`config.mk`:
```
export PLATFORM = sky130hd
export DESIGN_NAME = unique_selector_flat
export DESIGN_NICKNAME = d
export VERILOG_FILES = /design/src/rtl/unique_selector_if.sv /design/src/rtl/unique_selector.sv /design/src/flat_wrapper.sv
export SDC_FILE = /design/constraint.sdc
export NUM_CORES = 1
export LEC_CHECK = 0
export CAP_MARGIN = 25
export CORE_MARGIN = 3
export CORE_UTILIZATION = 50
export DETAILED_ROUTE_END_ITERATION = 16
export PLACE_DENSITY = 0.71
export SETUP_SLACK_MARGIN = 0.3
export SLEW_MARGIN = 0
export SYNTH_ARGS = -nofsm -noshare
export SYNTH_HDL_FRONTEND = slang
export SYNTH_SLANG_ARGS = --single-unit
```
`constraint.sdc`:
```
create_clock -name clk -period 4.1 [get_ports clk]
set_input_delay 1.23 -clock clk [delete_from_list [all_inputs] [get_ports clk]]
set_output_delay 1.23 -clock clk [all_outputs]
set_load 0.05 [all_outputs]
```
`src/rtl/unique_selector_if.sv`:
```
// Request/done handshake between the game FSM (master) and the
// unique index selector (slave).
interface unique_selector_if;
  logic       us_req;
  logic [3:0] us_selected_number;
  logic       us_done;
  logic       us_all_selected;

  modport master (
    output us_req,
    input  us_selected_number,
    input  us_done,
    input  us_all_selected
  );

  modport slave (
    input  us_req,
    output us_selected_number,
    output us_done,
    output us_all_selected
  );
endinterface

```
`src/rtl/unique_selector.sv`:
```
// Unique pseudo-random index selector.
// Each request returns an index in 0..NUM_SLOTS-1 not yet issued this
// round. The starting point comes from a free-running 16-bit Galois LFSR,
// then a linear probe walks forward one slot per cycle until it finds a
// free index. A used-mask and issue count persist until round_clear.
module unique_selector #(
  parameter int          NUM_SLOTS  = 16,
  parameter logic [15:0] LFSR_SEED  = 16'hACE1,
  parameter bit          AUTO_CLEAR = 1'b0
) (
  input  logic             clk,
  input  logic             rst,
  unique_selector_if.slave us,
  input  logic             round_clear,
  input  logic             seed_load,
  input  logic [15:0]      seed_in,
  output logic [4:0]       sel_count
);

  localparam logic [4:0]  SLOTS = 5'(NUM_SLOTS);
  localparam logic [15:0] POLY  = 16'hB400;

  typedef enum logic [1:0] {
    IDLE,
    SEARCH,
    DONE,
    WAIT_REL
  } state_t;

  state_t               state_q, state_d;
  logic [15:0]          lfsr_q, lfsr_d;
  logic [3:0]           ptr_q, ptr_d;
  logic [NUM_SLOTS-1:0] mask_q, mask_d;
  logic [4:0]           count_q, count_d;
  logic [3:0]           num_q, num_d;
  logic                 done_q, done_d;
  logic                 all_q, all_d;

  logic [15:0]          mask_wide;
  logic [15:0]          ptr_onehot;
  logic                 hit;
  logic                 exhausted;

  // Widen the mask to 16 bits so any 4-bit probe pointer indexes it safely.
  always_comb begin
    mask_wide                = '0;
    mask_wide[NUM_SLOTS-1:0] = mask_q;
  end

  // Pointers at or beyond NUM_SLOTS can never hit.
  assign hit        = ({1'b0, ptr_q} < SLOTS) && !mask_wide[ptr_q];
  assign exhausted  = (count_q == SLOTS);
  assign ptr_onehot = 16'd1 << ptr_q;

  // State register.
  always_ff @(posedge clk or negedge rst) begin
    // NOTE: clocked state uses non-blocking assignments so every register
    // samples pre-edge values and process order cannot create races.
    if (!rst) begin
      state_q <= IDLE;
    end else begin
      state_q <= state_d;
    end
  end

  // Next-state logic: one issue per request assertion.
  always_comb begin
    // NOTE: a default at the top of every combinational block guarantees
    // each path assigns the output, so no latch is inferred.
    state_d = state_q;
    case (state_q)
      IDLE: begin
        if (us.us_req && (!exhausted || AUTO_CLEAR)) begin
          state_d = SEARCH;
        end
      end
      SEARCH: begin
        if (hit) begin
          state_d = DONE;
        end
      end
      DONE:     state_d = WAIT_REL;
      WAIT_REL: begin
        if (!us.us_req) begin
          state_d = IDLE;
        end
      end
      default:  state_d = IDLE;
    endcase
  end

  // Datapath next values: LFSR, probe pointer, mask, count and outputs.
  always_comb begin
    lfsr_d  = lfsr_q[0] ? ((lfsr_q >> 1) ^ POLY) : (lfsr_q >> 1);
    ptr_d   = ptr_q;
    mask_d  = mask_q;
    count_d = count_q;
    num_d   = num_q;
    done_d  = 1'b0;

    if (seed_load) begin
      lfsr_d = (seed_in == 16'd0) ? LFSR_SEED : seed_in;
    end

    case (state_q)
      IDLE: begin
        if (us.us_req) begin
          if (!exhausted) begin
            ptr_d = lfsr_q[3:0];
          end else if (AUTO_CLEAR) begin
            mask_d  = '0;
            count_d = '0;
            ptr_d   = lfsr_q[3:0];
          end
        end
      end
      SEARCH: begin
        if (hit) begin
          num_d   = ptr_q;
          mask_d  = mask_q | ptr_onehot[NUM_SLOTS-1:0];
          count_d = count_q + 5'd1;
          done_d  = 1'b1;
        end else begin
          ptr_d = ptr_q + 4'd1;
        end
      end
      default: ;
    endcase

    // A round clear wins over any mask/count update on the same edge but
    // never disturbs the search or the index being delivered.
    if (round_clear) begin
      mask_d  = '0;
      count_d = '0;
    end

    // Registered from the next count so it rises with the final done.
    all_d = (count_d == SLOTS);
  end

  // Datapath registers.
  always_ff @(posedge clk or negedge rst) begin
    if (!rst) begin
      lfsr_q  <= LFSR_SEED;
      ptr_q   <= '0;
      mask_q  <= '0;
      count_q <= '0;
      num_q   <= '0;
      done_q  <= 1'b0;
      all_q   <= 1'b0;
    end else begin
      lfsr_q  <= lfsr_d;
      ptr_q   <= ptr_d;
      mask_q  <= mask_d;
      count_q <= count_d;
      num_q   <= num_d;
      done_q  <= done_d;
      all_q   <= all_d;
    end
  end

  assign us.us_selected_number = num_q;
  assign us.us_done            = done_q;
  assign us.us_all_selected    = all_q;
  assign sel_count             = count_q;

endmodule

```
`src/flat_wrapper.sv`:
```
// flat-port wrapper written by rule: the top's interface ports become plain ports
module unique_selector_flat 
#(
  parameter int          NUM_SLOTS  = 16,
  parameter logic [15:0] LFSR_SEED  = 16'hACE1,
  parameter bit          AUTO_CLEAR = 1'b0
)
  (clk, rst, round_clear, seed_load, seed_in, sel_count, us_us_req, us_us_selected_number, us_us_done, us_us_all_selected);
  unique_selector_if us_i ();
  input  logic clk;
  input  logic rst;
  input  logic round_clear;
  input  logic seed_load;
  input  logic [15:0] seed_in;
  output logic [4:0] sel_count;
  input wire logic [$bits(us_i.us_req)-1:0] us_us_req;
  output wire logic [$bits(us_i.us_selected_number)-1:0] us_us_selected_number;
  output wire logic [$bits(us_i.us_done)-1:0] us_us_done;
  output wire logic [$bits(us_i.us_all_selected)-1:0] us_us_all_selected;
  assign us_i.us_req = us_us_req;
  assign us_us_selected_number = us_i.us_selected_number;
  assign us_us_done = us_i.us_done;
  assign us_us_all_selected = us_i.us_all_selected;
  unique_selector #(.NUM_SLOTS(NUM_SLOTS), .LFSR_SEED(LFSR_SEED), .AUTO_CLEAR(AUTO_CLEAR)) u_core (.clk(clk), .rst(rst), .us(us_i), .round_clear(round_clear), .seed_load(seed_load), .seed_in(seed_in), .sel_count(sel_count));
endmodule
```
## Yosys cells after proc, flatten, opt, wreduce, memory -nomap -nowiden

Index checks and enable logic that the tools add are counted.

- Register bits: 49
- Bits of input ports: 21

- Add/subtract/negate cells: 2
- Magnitude comparators: 1
- Equality and inequality tests: 12
- Shift-type cells: 1
- Muxes and demuxes: 21
- Bitwise logic cells: 3
- Reduce and logical (&&, ||, !) cells: 10

Operators by type and width:

| kind | number |
|---|---|
| 16-bit 2-to-1 mux | 6 |
| 16-bit logical NOT | 1 |
| 16-bit OR | 1 |
| 1-bit by 4-bit left shift with 16-bit output, first input constant | 1 |
| 5-bit 2-to-1 mux | 3 |
| 4-bit 2-to-1 mux | 3 |
| 5-bit == test, second input constant | 2 |
| 2-bit inequality test, second input constant | 5 |
| 2-bit case mux with 4 select lines | 1 |
| 4-bit case mux with 2 select lines | 1 |
| 2-bit 2-to-1 mux | 3 |
| 5-bit by 1-bit adder with 5-bit output, second input constant | 1 |
| 4-bit by 5-bit < comparator with 1-bit output, second input constant | 1 |
| 4-bit by 1-bit adder with 4-bit output, second input constant | 1 |
| 1-bit binary-select mux with 4-bit select | 1 |
| 2-bit == test, second input constant | 2 |
| 2-bit by 1-bit inequality test with 1-bit output, second input constant | 2 |
| 3-bit NOT with 4-bit output | 1 |
| 2-bit AND reduction | 2 |
| 4-bit AND reduction | 1 |
| 2-bit nonzero test | 2 |
| 1-bit 2-to-1 mux | 3 |
| 3-bit AND reduction | 1 |
| 2-bit by 1-bit == test with 1-bit output, second input constant | 1 |
| 4 further kinds | 4 |

## Logic depth before layout (Yosys ltp)

- Depth in word-level cells: 6
- Gate-level depth with buffers: 9
- Mapped depth without buffers: 7

## Worst setup path before layout

No wires, ideal clock.

- Kind: register -> register
- From: register u_core.ptr_q[0]
- To: register u_core.state_q[1]
- Data arrival time: 2.363 ns
- Required time: 3.973 ns
- Path slack: 1.610 ns
- Cell stages (with the launch flop): 8
- Buffers on the path: 1
- Path through: dfrtp_1 -> buf_6 -> mux4_2 -> or2_1 -> and4_4 -> or2_1 -> a222oi_1 -> mux2_1

- Cells in the longest elaborated chain, start to end: 4

Ends and longest elaborated chain:

| item | RTL line | source |
|---|---|---|
| from (decl) | unique_selector.sv:32 | `logic [3:0] ptr_q, ptr_d;` |
| from (signal assigned) | unique_selector.sv:153 | `ptr_q <= ptr_d;` |
| 1-bit binary-select mux with 4-bit select | unique_selector.sv:51 | `assign hit = ({1'b0, ptr_q} < SLOTS) && !mask_wide[ptr_q];` |
| 1-bit 2-to-1 mux (implied by the code) | unique_selector.sv:51 |  |
| 2-bit inequality test (no line) | -- |  |
| 3-bit AND reduction (no line) | -- |  |
| to (signal assigned) | unique_selector.sv:62 | `state_q <= state_d;` |
| to (decl) | unique_selector.sv:30 | `state_t state_q, state_d;` |

No other way between the ends. The select of a mux whose other input is x is not followed.
A chain may end at the register's enable or synchronous reset.

## Worst setup path in the final report

- From: register u_core.ptr_q[2]
- To: register u_core.state_q[1]

Same word-level chain as after synthesis.

==> run_results.csv <==
group,metric,value,unit
setup_path,worstRegToRegCells,7,
global_route,grt_antenna_before_repair,0,
floorplan,die-area,5640,um2
setup_path,critical_path_class,"flip-flop to flip-flop",
sta,timing.slew.headroom,42.2,%
yosys,synth_area,2390,um2
yosys,synth_async_sr_flop_share,100,%
setup_path,crit_path_start,"u_core.ptr_q[2]",
setup_path,r2r_setup_slack,1.17,ns
floorplan,start_util,53.3,%
placement,gp_congestion,0.817,
floorplan,rows,24,
yosys,synth_most_common_cell,"dfrtp_1",
global_route,overflow,0,
setup_path,cp-endpoint,"u_core.state_q[1]",
global_route,grt_max_degree,31,
floorplan,fp.dieW,75.1,um
yosys,yosysUniqueCellTypes,42,
setup_path,r2r_end,"u_core.state_q[1]",
global_route,grt_pass1_wl,7580,um
routing,ant_nets,0,
yosys,syn_area_per_cell,11.4,um2
clocking,cts_tree,"yes",
sta,timing.fmax,341,MHz
clocking,cts-htree-levels,2,
setup_path,worst-path-max-fanout,15,
setup_path,timing.rr.start,"u_core.ptr_q[2]",
power,p_leak,1.21,nW
placement,hpwl,3310,um
power,ir_drop,0.394,mV
yosys,synth_fp_nets,242,
clocking,clkTransAtPathRegs,0.09,ns
run_status,status,"complete, no violations",
run,drv_cap,0,
floorplan,io_pins,32,
setup_path,worstPathRequired,4.28,ns
yosys,synthTopCellsByCount,"41 x dfrtp_1, 27 x nor2_1, 14 x a31oi_1",
yosys,ys_seq_elements,49,
yosys,synth_top_area_cell,"dfrtp_1",
sta,hold_ws,0.482,ns
routing,via_count,1638,
yosys,synthTopCellsByArea,"dfrtp_1 43%, dfstp_2 8.8%, ha_1 6.3%",
yosys,seq_area_frac_synth,51.8,%
floorplan,core_area,4470,um2
sta,rsz0062_at_grt,"no",
sta,setup_viol,0,
cells_and_area,antenna_cells,0,
sta,period_share,71.5,%
clocking,post_cts_resized,0,
clocking,clockBufferDepth,2,
sta,clock_skew,0.00652,ns
routing,drc,0,
global_route,grt_pass1_vias,1580,
yosys,synth.top_cell.area_share,43.0,%
clocking,insertion_delay,0.29,ns
placement,dpl-instance-area,2730,um2
setup_path,cp-start-kind,"flip-flop",
clocking,cts_inserted_buffers,5,
yosys,ys.flop_type,"dfrtp_1",
sta,slew_viol_final,0,
cells_and_area,stdcell_count,292,
routing,drt_iter0_drc,69,
sta,period_needed,2.93,ns
routing,vias_per_cell,5.61,
yosys,synth_enable_flop_cells,0,
yosys,syn_inst,209,
placement,port_buffers,31,
routing,totalWireLength,4430,um
power,power_density,583,nW/um2
sta,setup_tns,0,ns
setup_path,worstSetupEndpointType,"flip-flop",
cells_and_area,area_growth,18.2,%
setup_path,worstPathArrival,3.11,ns
min_path,hold_class,"flip-flop to flip-flop",
routing,wl_per_cell,15.2,um
cells_and_area,final_layout_size_suffix_gt1_share,16.3,%
clocking,cts.sinks,49,
clocking,cts_hold_buffers,0,
sta,hold_viol,0,
floorplan,die_h,75.1,um
global_route,grt_usage,17.3,%
routing,firstDrtPassIters,4,
cells_and_area,final_area,2820,um2
sta,tightest_slew,0.860,ns
clocking,postCtsSetupRepairBufs,0,
yosys,ys_warn_count,0,
clocking,clockRootBuffer,"clkbuf_8",
placement,dpl.cell_count,284,
cells_and_area,nets,272,
-- registers in the layout (all words and copies together) (netlist names) --
register	cells
u_core.lfsr_q	16
u_core.mask_q	16
u_core.ptr_q	4
u_core.sel_count	5
u_core.state_q	2
u_core.us.us_all_selected	1
u_core.us.us_done	1
u_core.us.us_selected_number	4
-- worst max-delay path: stages, from the launching register on --
cell and delay [ns]:
dfrtp_1 0.63, clkinv_1 0.36, a2111oi_0 0.49, nor4_2 0.07, buf_4 0.19, or2_1 0.24, a222oi_1 0.47, mux2_1 0.36
-- cell type report --
cell class	count	area (um2)
fillers	350	1650
flip-flops and latches	49	1240
multi-input cells	141	1060
repair buffers	34	340
clock buffers	5	68.8
well taps	52	65.1
inverters	8	30.0
clock inverters	3	21.3
-- logic make-up (layout without fill, tap and decap cells) --
group,count (synthesis),count (layout),synth area share [%]
and+or+nand+nor,59,59,12.6
DFF,49,49,51.8
AOI/OAI and AO/OA,41,41,12.0
muxes,22,22,11.0
buffers and inverters,19,50,3.78
adders and majority gates,12,12,6.29
xor gates and xnor gates,7,7,2.57
-- placed cells by master (no fill, tap or decap), types with 2 or more instances in the layout --
master,instances
xnor2_1,4
clkbuf_8,5
or3_1,2
nand2_1,4
clkdlybuf4s50_1,30
a2111oi_0,2
dfrtp_1,41
buf_4,2
nor3_1,4
mux2_2,12
nor3b_1,2
dfstp_2,8
ha_1,12
a31oi_1,14
o21ai_0,4
a21oi_1,6
nand3_1,4
mux2i_1,7
nor2_1,27
nor4_1,5
xor2_1,3
or2_1,2
mux4_2,2
nor2b_1,3
inv_1,7
o22a_1,8
-- per-stage QoR --
step / power [mW] / utilization (%) / setup slack, ns
5_1_grt: 1.77 / 63.1 / 0.959
4_1_cts: 1.66 / 63.1 / 1.17
2_1_floorplan: 1.20 / - / 1.61
3_5_place_dp: 1.37 / 61.0 / 1.20
3_3_place_gp: 1.36 / 60.6 / 1.24
6_report: 1.64 / 63.1 / 1.17
-- report_power, final --
group	leakage [nW]	switching [mW]	internal, mW
combinational	0.559	0.390	0.291
clock	0.0445	0.159	0.121
sequential	0.609	0.106	0.577
total	1.21	0.655	0.989
-- metal layers --
layer / track usage, % / part of all wire, %
met1: 26.4 / 51
met2: 25.0 / 46
met3: 4.01 / 2.6
met4: 4.15 / 0.41
met5: 0 / 0
-- worst min path at each step --
stage | startpoint | to | slack [ns] | cells after the start
2_1_floorplan | u_core.lfsr_q[12] | u_core.lfsr_q[11] | 0.45 | 1
3_3_place_gp | u_core.lfsr_q[8] | u_core.lfsr_q[7] | 0.45 | 1
3_5_place_dp | u_core.lfsr_q[8] | u_core.lfsr_q[7] | 0.46 | 1
4_1_cts | u_core.lfsr_q[8] | u_core.lfsr_q[7] | 0.49 | 1
5_1_grt | u_core.lfsr_q[4] | u_core.lfsr_q[3] | 0.51 | 1
6_report | u_core.lfsr_q[8] | u_core.lfsr_q[7] | 0.48 | 1
No activity file was read; power rests on OpenSTA's default activity.
